## src/rtl/if_stage_pkg.sv

```systemverilog
// Shared definitions for the instruction fetch stage: reset PC default,
// instruction bus type, FSM encoding and PC alignment helper.
package if_stage_pkg;

    // Default PC loaded on reset.
    localparam logic [63:0] PC_RESET = 64'h8000_0000;

    // Instruction bus width and type.
    localparam int INST_W = 32;
    typedef logic [INST_W-1:0] inst_t;

    // Fetch FSM encoding.
    typedef enum logic [1:0] {
        IF_ST_REQ  = 2'd0,
        IF_ST_WAIT = 2'd1,
        IF_ST_HOLD = 2'd2
    } if_state_e;

    // Instruction addresses are word aligned; the low two bits are dropped.
    function automatic logic [63:0] align_pc(input logic [63:0] addr);
        return addr & ~64'd3;
    endfunction

endpackage

```

## src/rtl/if_perf_cnt.sv

```systemverilog
// Fetch performance counters: completed handoffs and dropped instructions.
// Only instantiated when IF_PERF_EN is defined. Both counters wrap.
module if_perf_cnt
(
    input  logic        clk,
    input  logic        rst,
    input  logic        fetch_inc,
    input  logic        kill_inc,
    output logic [63:0] fetch_cnt,
    output logic [31:0] kill_cnt
);

    logic [63:0] fetch_cnt_q, fetch_cnt_d;
    logic [31:0] kill_cnt_q, kill_cnt_d;

    // Next-count computation; increments wrap naturally.
    always_comb begin
        fetch_cnt_d = fetch_cnt_q;
        kill_cnt_d  = kill_cnt_q;
        if (fetch_inc) begin
            fetch_cnt_d = fetch_cnt_q + 64'd1;
        end
        if (kill_inc) begin
            kill_cnt_d = kill_cnt_q + 32'd1;
        end
    end

    // Counter registers.
    always_ff @(posedge clk or posedge rst) begin
        if (rst) begin
            fetch_cnt_q <= 64'd0;
            kill_cnt_q  <= 32'd0;
        end else begin
            fetch_cnt_q <= fetch_cnt_d;
            kill_cnt_q  <= kill_cnt_d;
        end
    end

    assign fetch_cnt = fetch_cnt_q;
    assign kill_cnt  = kill_cnt_q;

endmodule

```

## src/rtl/if_stage.sv

```systemverilog
// Instruction fetch stage: holds the PC, issues one imem request at a time,
// captures the response and offers it to decode over valid/ready.
// Optional feature macro: IF_PERF_EN adds perf_fetch_cnt / perf_kill_cnt.
//
// Handshakes: a transfer happens in a cycle where both valid and ready are
// high. imem_req_valid is not sticky: the request address may change while
// unaccepted (on redirect). inst_valid may drop without a transfer when a
// redirect arrives in the same cycle.
module if_stage
    import if_stage_pkg::*;
#(
    parameter logic [63:0] RESET_PC = PC_RESET
) (
    input  logic        clk,
    input  logic        rst,
    input  logic        redirect_valid,
    input  logic [63:0] redirect_pc,
    output logic        imem_req_valid,
    output logic [63:0] imem_req_addr,
    input  logic        imem_req_ready,
    input  logic        imem_resp_valid,
    input  logic [31:0] imem_resp_data,
    output logic        inst_valid,
    output inst_t       inst,
    output logic [63:0] inst_addr,
    input  logic        id_ready,
`ifdef IF_PERF_EN
    output logic [63:0] perf_fetch_cnt,
    output logic [31:0] perf_kill_cnt,
`endif
    output if_state_e   dbg_state
);

    if_state_e   state_q, state_d;
    logic [63:0] pc_q, pc_d;
    logic [63:0] req_addr_q, req_addr_d;
    logic        kill_q, kill_d;
    inst_t       inst_q, inst_d;
    logic [63:0] inst_addr_q, inst_addr_d;
    logic [63:0] redirect_tgt;

    assign redirect_tgt = align_pc(redirect_pc);

    // Next-state and datapath update for the REQ/WAIT/HOLD fetch FSM.
    always_comb begin
        state_d     = state_q;
        pc_d        = pc_q;
        req_addr_d  = req_addr_q;
        kill_d      = kill_q;
        inst_d      = inst_q;
        inst_addr_d = inst_addr_q;
        case (state_q)
            IF_ST_REQ: begin
                // Responses are ignored here: any stray one belongs to a
                // request issued before a reset.
                if (imem_req_ready) begin
                    req_addr_d = pc_q;
                    state_d    = IF_ST_WAIT;
                    if (redirect_valid) begin
                        // The accepted request is already wrong-path.
                        kill_d = 1'b1;
                        pc_d   = redirect_tgt;
                    end
                end else if (redirect_valid) begin
                    pc_d = redirect_tgt;
                end
            end
            IF_ST_WAIT: begin
                if (imem_resp_valid) begin
                    if (kill_q || redirect_valid) begin
                        kill_d  = 1'b0;
                        state_d = IF_ST_REQ;
                        if (redirect_valid) begin
                            pc_d = redirect_tgt;
                        end
                    end else begin
                        inst_d      = imem_resp_data;
                        inst_addr_d = req_addr_q;
                        pc_d        = req_addr_q + 64'd4;
                        state_d     = IF_ST_HOLD;
                    end
                end else if (redirect_valid) begin
                    // Outstanding response must be discarded when it lands.
                    kill_d = 1'b1;
                    pc_d   = redirect_tgt;
                end
            end
            IF_ST_HOLD: begin
                // Redirect has priority over a decode handoff.
                if (redirect_valid) begin
                    pc_d    = redirect_tgt;
                    state_d = IF_ST_REQ;
                end else if (id_ready) begin
                    state_d = IF_ST_REQ;
                end
            end
            default: begin
                state_d = IF_ST_REQ;
            end
        endcase
    end

    // State and datapath registers.
    always_ff @(posedge clk or posedge rst) begin
        if (rst) begin
            state_q     <= IF_ST_REQ;
            pc_q        <= RESET_PC;
            req_addr_q  <= 64'd0;
            kill_q      <= 1'b0;
            inst_q      <= '0;
            inst_addr_q <= 64'd0;
        end else begin
            state_q     <= state_d;
            pc_q        <= pc_d;
            req_addr_q  <= req_addr_d;
            kill_q      <= kill_d;
            inst_q      <= inst_d;
            inst_addr_q <= inst_addr_d;
        end
    end

    // The FSM sits in REQ during reset, so the request is masked by rst.
    assign imem_req_valid = (state_q == IF_ST_REQ) && !rst;
    assign imem_req_addr  = pc_q;
    assign inst_valid     = (state_q == IF_ST_HOLD) && !redirect_valid;
    assign inst           = inst_q;
    assign inst_addr      = inst_addr_q;
    assign dbg_state      = state_q;

`ifdef IF_PERF_EN
    logic fetch_inc;
    logic kill_inc;

    assign fetch_inc = inst_valid && id_ready;
    assign kill_inc  = ((state_q == IF_ST_WAIT) && imem_resp_valid && (kill_q || redirect_valid))
                     || ((state_q == IF_ST_HOLD) && redirect_valid);

    if_perf_cnt u_perf (
        .clk       (clk),
        .rst       (rst),
        .fetch_inc (fetch_inc),
        .kill_inc  (kill_inc),
        .fetch_cnt (perf_fetch_cnt),
        .kill_cnt  (perf_kill_cnt)
    );
`endif

endmodule

```

## config.mk

```make
export PLATFORM = sky130hd
export DESIGN_NAME = if_stage
export DESIGN_NICKNAME = d
export VERILOG_FILES = /design/src/rtl/if_stage_pkg.sv /design/src/rtl/if_perf_cnt.sv /design/src/rtl/if_stage.sv
export SDC_FILE = /design/constraint.sdc
export NUM_CORES = 1
export LEC_CHECK = 0
export ABC_AREA = 1
export CORE_UTILIZATION = 51
export CTS_CLUSTER_DIAMETER = 50
export CTS_CLUSTER_SIZE = 28
export DETAILED_ROUTE_END_ITERATION = 10
export PLACE_DENSITY = 0.84
export SYNTH_ARGS = -nofsm -noshare
export SYNTH_HDL_FRONTEND = slang
export SYNTH_HIERARCHICAL = 1
export SYNTH_SLANG_ARGS = --single-unit
export TNS_END_PERCENT = 20
```

## constraint.sdc

```tcl
create_clock -name clk -period 8.9 [get_ports clk]
set_input_delay 1.335 -clock clk [delete_from_list [all_inputs] [get_ports clk]]
set_output_delay 1.335 -clock clk [all_outputs]
set_load 0.1 [all_outputs]
```

==> results of run 1 <==
==> power groups by stage <==
| stage | Combinational, W | Clock [W] | Sequential (W) |
|---|---|---|---|
| after floorplan | 0.000691 | 0 | 0.00355 |
| after global placement | 0.00329 | 0 | 0.00175 |
| after detailed placement | 0.00334 | 0 | 0.00177 |
| after CTS | 0.00336 | 0.00108 | 0.00176 |
| after global routing | 0.00352 | 0.00112 | 0.00182 |
| final | 0.00336 | 0.00107 | 0.00177 |
==> stage by stage <==
stage | utilization, % | total power (W) | cells | cell area [um^2]
6_report | 68.9 | 0.00620 | 2119 | 15100
2_1_floorplan | - | 0.00424 | 1589 | 11500
4_1_cts | 68.9 | 0.00619 | 2119 | 15100
3_3_place_gp | 65.0 | 0.00505 | 2073 | 14300
5_1_grt | 68.9 | 0.00645 | 2119 | 15100
3_5_place_dp | 65.0 | 0.00510 | 2073 | 14300
==> cells by family (layout without fill, tap and decap cells) <==
group,count (synthesis),after routing,share of synthesized area (%)
AOI/OAI and AO/OA,301,301,13.5
xor gates and xnor gates,13,13,0.990
adders and majority gates,1,1,0.109
buffers and inverters,241,491,8.21
DFF,227,227,49.4
and+or+nand+nor,806,806,27.8
==> layout by cell type, fill, tap and decap left out, drive strengths merged, types with 13 or more instances in the layout <==
cell and n:
a21oi 51, clkbuf 28, clkdlybuf4s50 262, dfrtp 226, inv 179, nand2 601
nand3 46, nor2 144, o21ai 231, xor2 13
==> layer usage <==
layer  track usage (%)  vias up  share of wire [%]
li1                  -     5454                  -
met2              51.5      566                 46
met4              10.3        0                2.7
met5                 0        -                  0
met3              5.23       68                9.1
met1              43.6     5400                 42
==> sequential cells by signal, indices dropped and copies added, names as in the netlist <==
| name | flops |
|---|---|
| imem_req_addr | 64 |
| inst_addr | 64 |
| req_addr_q | 64 |
| inst | 32 |
| dbg_state | 2 |
| kill_q | 1 |
==> final cells by class <==
class | count | area, um^2 | share of cell area [%]
Sequential cell | 227 | 5680 | 37.6
Multi-Input combinational cell | 1121 | 4880 | 32.3
Timing Repair Buffer | 271 | 2690 | 17.8
Inverter | 174 | 663 | 4.38
Clock buffer | 28 | 647 | 4.28
Tap cell | 280 | 350 | 2.32
Clock inverter | 18 | 214 | 1.41
==> worst paths after layout <==
| kind | to | slack [ps] | cells past startpoint |
|---|---|---|---|
| worst min-delay path | inst_addr[0] | 470 | 2 |
| min in group asynchronous | inst_addr[45] | 1420 | 2 |
| worst min register to register | inst_addr[0] | 470 | 2 |
| worst max register to register | imem_req_addr[13] | 6040 | 8 |
| worst max-delay path | imem_req_valid | 4380 | 3 |
| max in group asynchronous | imem_req_addr[2] | 5840 | 3 |
==> worst reg2reg max path: stages (launching register included) <==
cell,delay (ps)
dfrtp_1,480
nand2_2,240
inv_1,420
nand2_2,110
inv_2,530
o21ai_2,360
inv_2,400
nor2_1,90
a21oi_1,150
==> results.sh, run 1 <==
export IMPL_status="complete, but fails checks"
export IMPL_failed_checks="design-rule violations"
export IMPL_min_from="inst_addr[0]"
export IMPL_cts_sinks=227
export IMPL_internal_power_w=0.00273
export IMPL_crit_path_max_incr_delay_ps=1160
export IMPL_route_detailed_drc=15
export IMPL_cp_startpoint="rst"
export IMPL_clk_pin_slew_ps=60
export IMPL_via_per_inst=5.42
export IMPL_max_cap_violations=0
export IMPL_tightest_slew_ps=1070
export IMPL_crit_path_frequent_cell="clkdlybuf4s50_1"
export IMPL_ys_types=33
export IMPL_cts_tree="done"
export IMPL_comb_power_share_pct=54.2
export IMPL_grt_max_degree=144
export IMPL_initial_core_util_pct=52.4
export IMPL_path_class="primary input to output port"
export IMPL_worstSetupStartpointType="primary input"
export IMPL_slowest_stage="clkdlybuf4s50_1"
export IMPL_cts_resized=0
export IMPL_ys_ff_latch=227
export IMPL_gr_total_overflow=0
export IMPL_synth_top_area_share_pct=49.2
export IMPL_detailed_place_hpwl_um=25700
export IMPL_crit_path_cell_trace="clkdlybuf4s50_1, nor3_1, clkdlybuf4s50_1"
export IMPL_globalplace_congestion=0.973
export IMPL_timing_rr_start="dbg_state[0]"
export IMPL_synth_common_cells="nand2_1 (594), dfrtp_1 (226), inv_1 (168)"
export IMPL_die_h_um=152
export IMPL_dr_pass1_iters=8
export IMPL_fin_worst_skew_ps=27.3
export IMPL_dp_slack_ps=4360
export IMPL_finalCritPeriodShare_pct=50.8
export IMPL_wl_per_cell_um=17.3
export IMPL_synth_flop_cell="dfrtp_1"
export IMPL_worst_ep_arrival_time_ps=3180
export IMPL_syn_nets=1692
export IMPL_synthTopCellsByArea="dfrtp_1 (49%), nand2_1 (19%), o21ai_0 (7.1%)"
export IMPL_timing_hold_ws_ps=471
export IMPL_critPathBufInv=2
export IMPL_timing_fmax_ghz=0.221
export IMPL_cts_max_path_buffers=3
export IMPL_grt_first_pass_wirelength_um=58800
export IMPL_antenna_found_initial=0
export IMPL_yosysWarningCount=6
export IMPL_ant_nets=0
export IMPL_pwr_share_seq_pct=28.5
export IMPL_syn_mean_instance_area_um2=7.24
export IMPL_ctsHoldBuffers=0
export IMPL_clkPwrFrac_pct=17.3
export IMPL_rsz0062_at_grt="false"
export IMPL_fin_nets=1923
export IMPL_syn2layout_area_growth_pct=31.6
export IMPL_antenna_cells=0
export IMPL_synth_edff_count=0
export IMPL_rows=54
export IMPL_p_switching_w=0.00346
export IMPL_syn_inst=1589
export IMPL_finalHoldViolCount=0
export IMPL_cts_setup_buffers=0
export IMPL_vias=11500
export IMPL_switching_share_pct=55.9
export IMPL_die_w_um=152
export IMPL_tns_ps=0
export IMPL_setup_ws_ps=4380
export IMPL_crit_family="buffers and inverters"
export IMPL_path_max_fanout=2
export IMPL_synth_area_um2=11500
export IMPL_peakVddDrop_v=0.000357
export IMPL_htree_levels=1
export IMPL_p_leak_nw=7.16
export IMPL_yosysTopAreaCell="dfrtp_1"
export IMPL_cts_made_buffers=25
export IMPL_grt_pass1_vias=11300
export IMPL_dieArea_um2=23100
export IMPL_yosysMostFrequentCell="nand2_1"
export IMPL_io_pins=266
export IMPL_grtUsageTotal_pct=31.7
export IMPL_fill_cells=1761
export IMPL_cp_required_ps=7570
export IMPL_seq_area_frac_synth_pct=49.4
export IMPL_worstHoldPathType="flop to flop"
export IMPL_fin_crit_ps=4520
export IMPL_end_kind="output port"
export IMPL_drive_gt1_share_pct=4.30
export IMPL_core_um2=22000
export IMPL_p_per_area_nw_per_um2=410
export IMPL_port_buffers=263
export IMPL_wirelength_um=36600
export IMPL_drt_initial_drc_count=1008
export IMPL_clkLatencyLatePin_ps=550
export IMPL_slew_headroom_pct=28.2
export IMPL_root_buffer="clkbuf_16"
export IMPL_finalSetupViolations=0
export IMPL_async_flop_share_pct=100
export IMPL_slew_violations=0
Power figures use the tool's default switching activity.
==> run 2: changes to the inputs <==
--- a/config.mk
+++ b/config.mk
@@ -6,11 +6,11 @@
 export NUM_CORES = 1
 export LEC_CHECK = 0
 export ABC_AREA = 1
-export CORE_UTILIZATION = 51
+export CORE_UTILIZATION = 46
 export CTS_CLUSTER_DIAMETER = 50
 export CTS_CLUSTER_SIZE = 28
 export DETAILED_ROUTE_END_ITERATION = 10
-export PLACE_DENSITY = 0.84
+export PLACE_DENSITY = 0.8
 export SYNTH_ARGS = -nofsm -noshare
 export SYNTH_HDL_FRONTEND = slang
 export SYNTH_HIERARCHICAL = 1
==> constraint.sdc (replaced) <==
create_clock -name clk -period 4.1 [get_ports clk]
set_input_delay 0.615 -clock clk [delete_from_list [all_inputs] [get_ports clk]]
set_output_delay 0.615 -clock clk [all_outputs]
set_load 0.1 [all_outputs]
==> results.sh, run 2 (synthesis gave the netlist of run 1 again) <==
export IMPL_final_cell_count_no_fill=2168
export IMPL_slowest_stage="clkdlybuf4s50_1"
export IMPL_syn2layout_area_growth_pct=33.0
export IMPL_pwr_share_seq_pct=28.2
export IMPL_cts_max_path_buffers=3
export IMPL_fin_nets=1927
export IMPL_wirelength_um=36400
export IMPL_drive_gt1_share_pct=4.72
export IMPL_p_per_area_nw_per_um2=884
export IMPL_finalCritPeriodShare_pct=69.3
export IMPL_multiInputGateArea_um2=4880
export IMPL_gr_total_overflow=0
export IMPL_die_w_um=160
export IMPL_cts_resized=0
export IMPL_placed_area_um2=14400
export IMPL_end_kind="output port"
export IMPL_internal_power_w=0.00593
export IMPL_via_per_inst=5.23
export IMPL_cp_required_ps=3480
export IMPL_io_pins=266
export IMPL_dp_slack_ps=997
export IMPL_regArea_um2=5680
export IMPL_path_max_fanout=2
export IMPL_final_cell_area_um2=15300
export IMPL_dr_pass1_iters=5
export IMPL_cts_tree="done"
export IMPL_rrSetupSlack_ps=1460
export IMPL_cts_setup_buffers=0
export IMPL_tns_ps=0
export IMPL_cts_made_buffers=25
export IMPL_core_um2=24400
export IMPL_slew_violations=0
export IMPL_route_detailed_drc=0
export IMPL_crit_path_cell_trace="clkdlybuf4s50_1"
export IMPL_timing_rr_start="dbg_state[1]"
export IMPL_setup_ws_ps=1260
export IMPL_grtUsageTotal_pct=28.5
export IMPL_grt_max_degree=91
export IMPL_die_h_um=160
export IMPL_finalHoldViolCount=0
export IMPL_grt_first_pass_wirelength_um=57700
export IMPL_vias=11300
export IMPL_port_buffers=263
export IMPL_status="finished, final reports clean"
export IMPL_detailed_place_hpwl_um=26500
export IMPL_worstSetupStartpointType="flop"
export IMPL_slew_headroom_pct=26.2
export IMPL_peakVddDrop_v=0.000543
export IMPL_ant_nets=0
export IMPL_clk_pin_slew_ps=80
export IMPL_fin_worst_skew_ps=22.9
export IMPL_final_common_cell="nand2_1"
export IMPL_globalplace_congestion=0.948
export IMPL_cts_sinks=227
export IMPL_dieArea_um2=25600
export IMPL_worstHoldPathType="primary input to async pin"
export IMPL_path_class="flop to output port"
export IMPL_p_leak_nw=7.22
export IMPL_worst_ep_arrival_time_ps=2230
export IMPL_max_cap_violations=0
export IMPL_htree_levels=1
export IMPL_crit_family="buffers and inverters"
export IMPL_ctsHoldBuffers=0
export IMPL_clkPwrFrac_pct=17.8
export IMPL_r2r_cells=5
export IMPL_fin_crit_ps=2840
export IMPL_wl_per_cell_um=16.8
export IMPL_reg2reg_to="imem_req_addr[44]"
export IMPL_tightest_slew_ps=1100
export IMPL_drt_initial_drc_count=1028
export IMPL_dp_cells=2121
export IMPL_clkLatencyLatePin_ps=550
export IMPL_fill_cells=2157
export IMPL_p_switching_w=0.00758
export IMPL_switching_share_pct=56.1
export IMPL_rows=57
export IMPL_crit_path_max_incr_delay_ps=1130
export IMPL_initial_core_util_pct=47.1
export IMPL_grt_pass1_vias=10800
export IMPL_comb_power_share_pct=54.0
export IMPL_layout_common_cells="nand2_1 (594), clkdlybuf4s50_1 (260), dfrtp_1 (226), inv_1 (167), o21ai_0 (164)"
export IMPL_root_buffer="clkbuf_16"
export IMPL_critPathBufInv=1
export IMPL_finalSetupViolations=0
export IMPL_rsz0062_at_grt="false"
export IMPL_timing_fmax_ghz=0.352
export IMPL_antenna_found_initial=1
==> run 2: cell types whose count changed in the layout (fill, tap and decap cells not counted), moves of 2 or more <==
cell	previous run	this run
buf_12	0	4
buf_4	8	10
clkbuf_1	2	0
clkdlybuf4s50_1	262	260
clkinv_4	2	0
clkinvlp_4	4	2
inv_12	0	2
inv_8	2	5
==> run 2: worst max path at each step <==
stage	startpoint	depth (start not counted)	endpoint	slack (ps)
after global routing	dbg_state[0]	1	dbg_state[0]	1200
final	imem_req_addr[31]	1	imem_req_addr[31]	1260
after detailed placement	imem_resp_valid	8	imem_req_addr[5]	1000
after floorplan	redirect_valid	4	inst_valid	200
after CTS	dbg_state[0]	1	dbg_state[0]	1250
after global placement	imem_resp_valid	9	imem_req_addr[13]	1090
==> run 2: power by group through the flow <==
| stage | registers, W | logic [W] | clock network (W) |
|---|---|---|---|
| floorplan | 0.00770 | 0.00150 | 0 |
| global placement | 0.00380 | 0.00719 | 0 |
| detailed placement | 0.00383 | 0.00729 | 0 |
| CTS | 0.00380 | 0.00731 | 0.00243 |
| global route | 0.00393 | 0.00767 | 0.00251 |
| finish | 0.00382 | 0.00730 | 0.00240 |
==> run 2: layout make-up <==
class,instances,area share [%]
antenna,1,0.0164
clock buffer,27,4.27
clock inverter,19,1.58
inverter,174,4.31
multi-input combinational,1121,31.9
sequential,227,37.2
tap,324,2.65
timing repair buffer,275,18.1
==> run 2: routing by layer <==
layer  track usage, %  vias up  part of all wire [%]
met5                0        -                     0
li1                 -     5475                     -
met1             38.8     5346                    43
met2             45.1      438                    46
met3             5.30       85                   7.9
met4             11.0        0                   3.7
==> run 2: metrics by stage <==
stage	power, W	util (%)	hold slack (ps)
global route	0.0141	62.7	480
finish	0.0135	62.7	438
global placement	0.0110	59.0	453
CTS	0.0135	62.7	442
floorplan	0.00920	-	453
detailed placement	0.0111	59.0	458
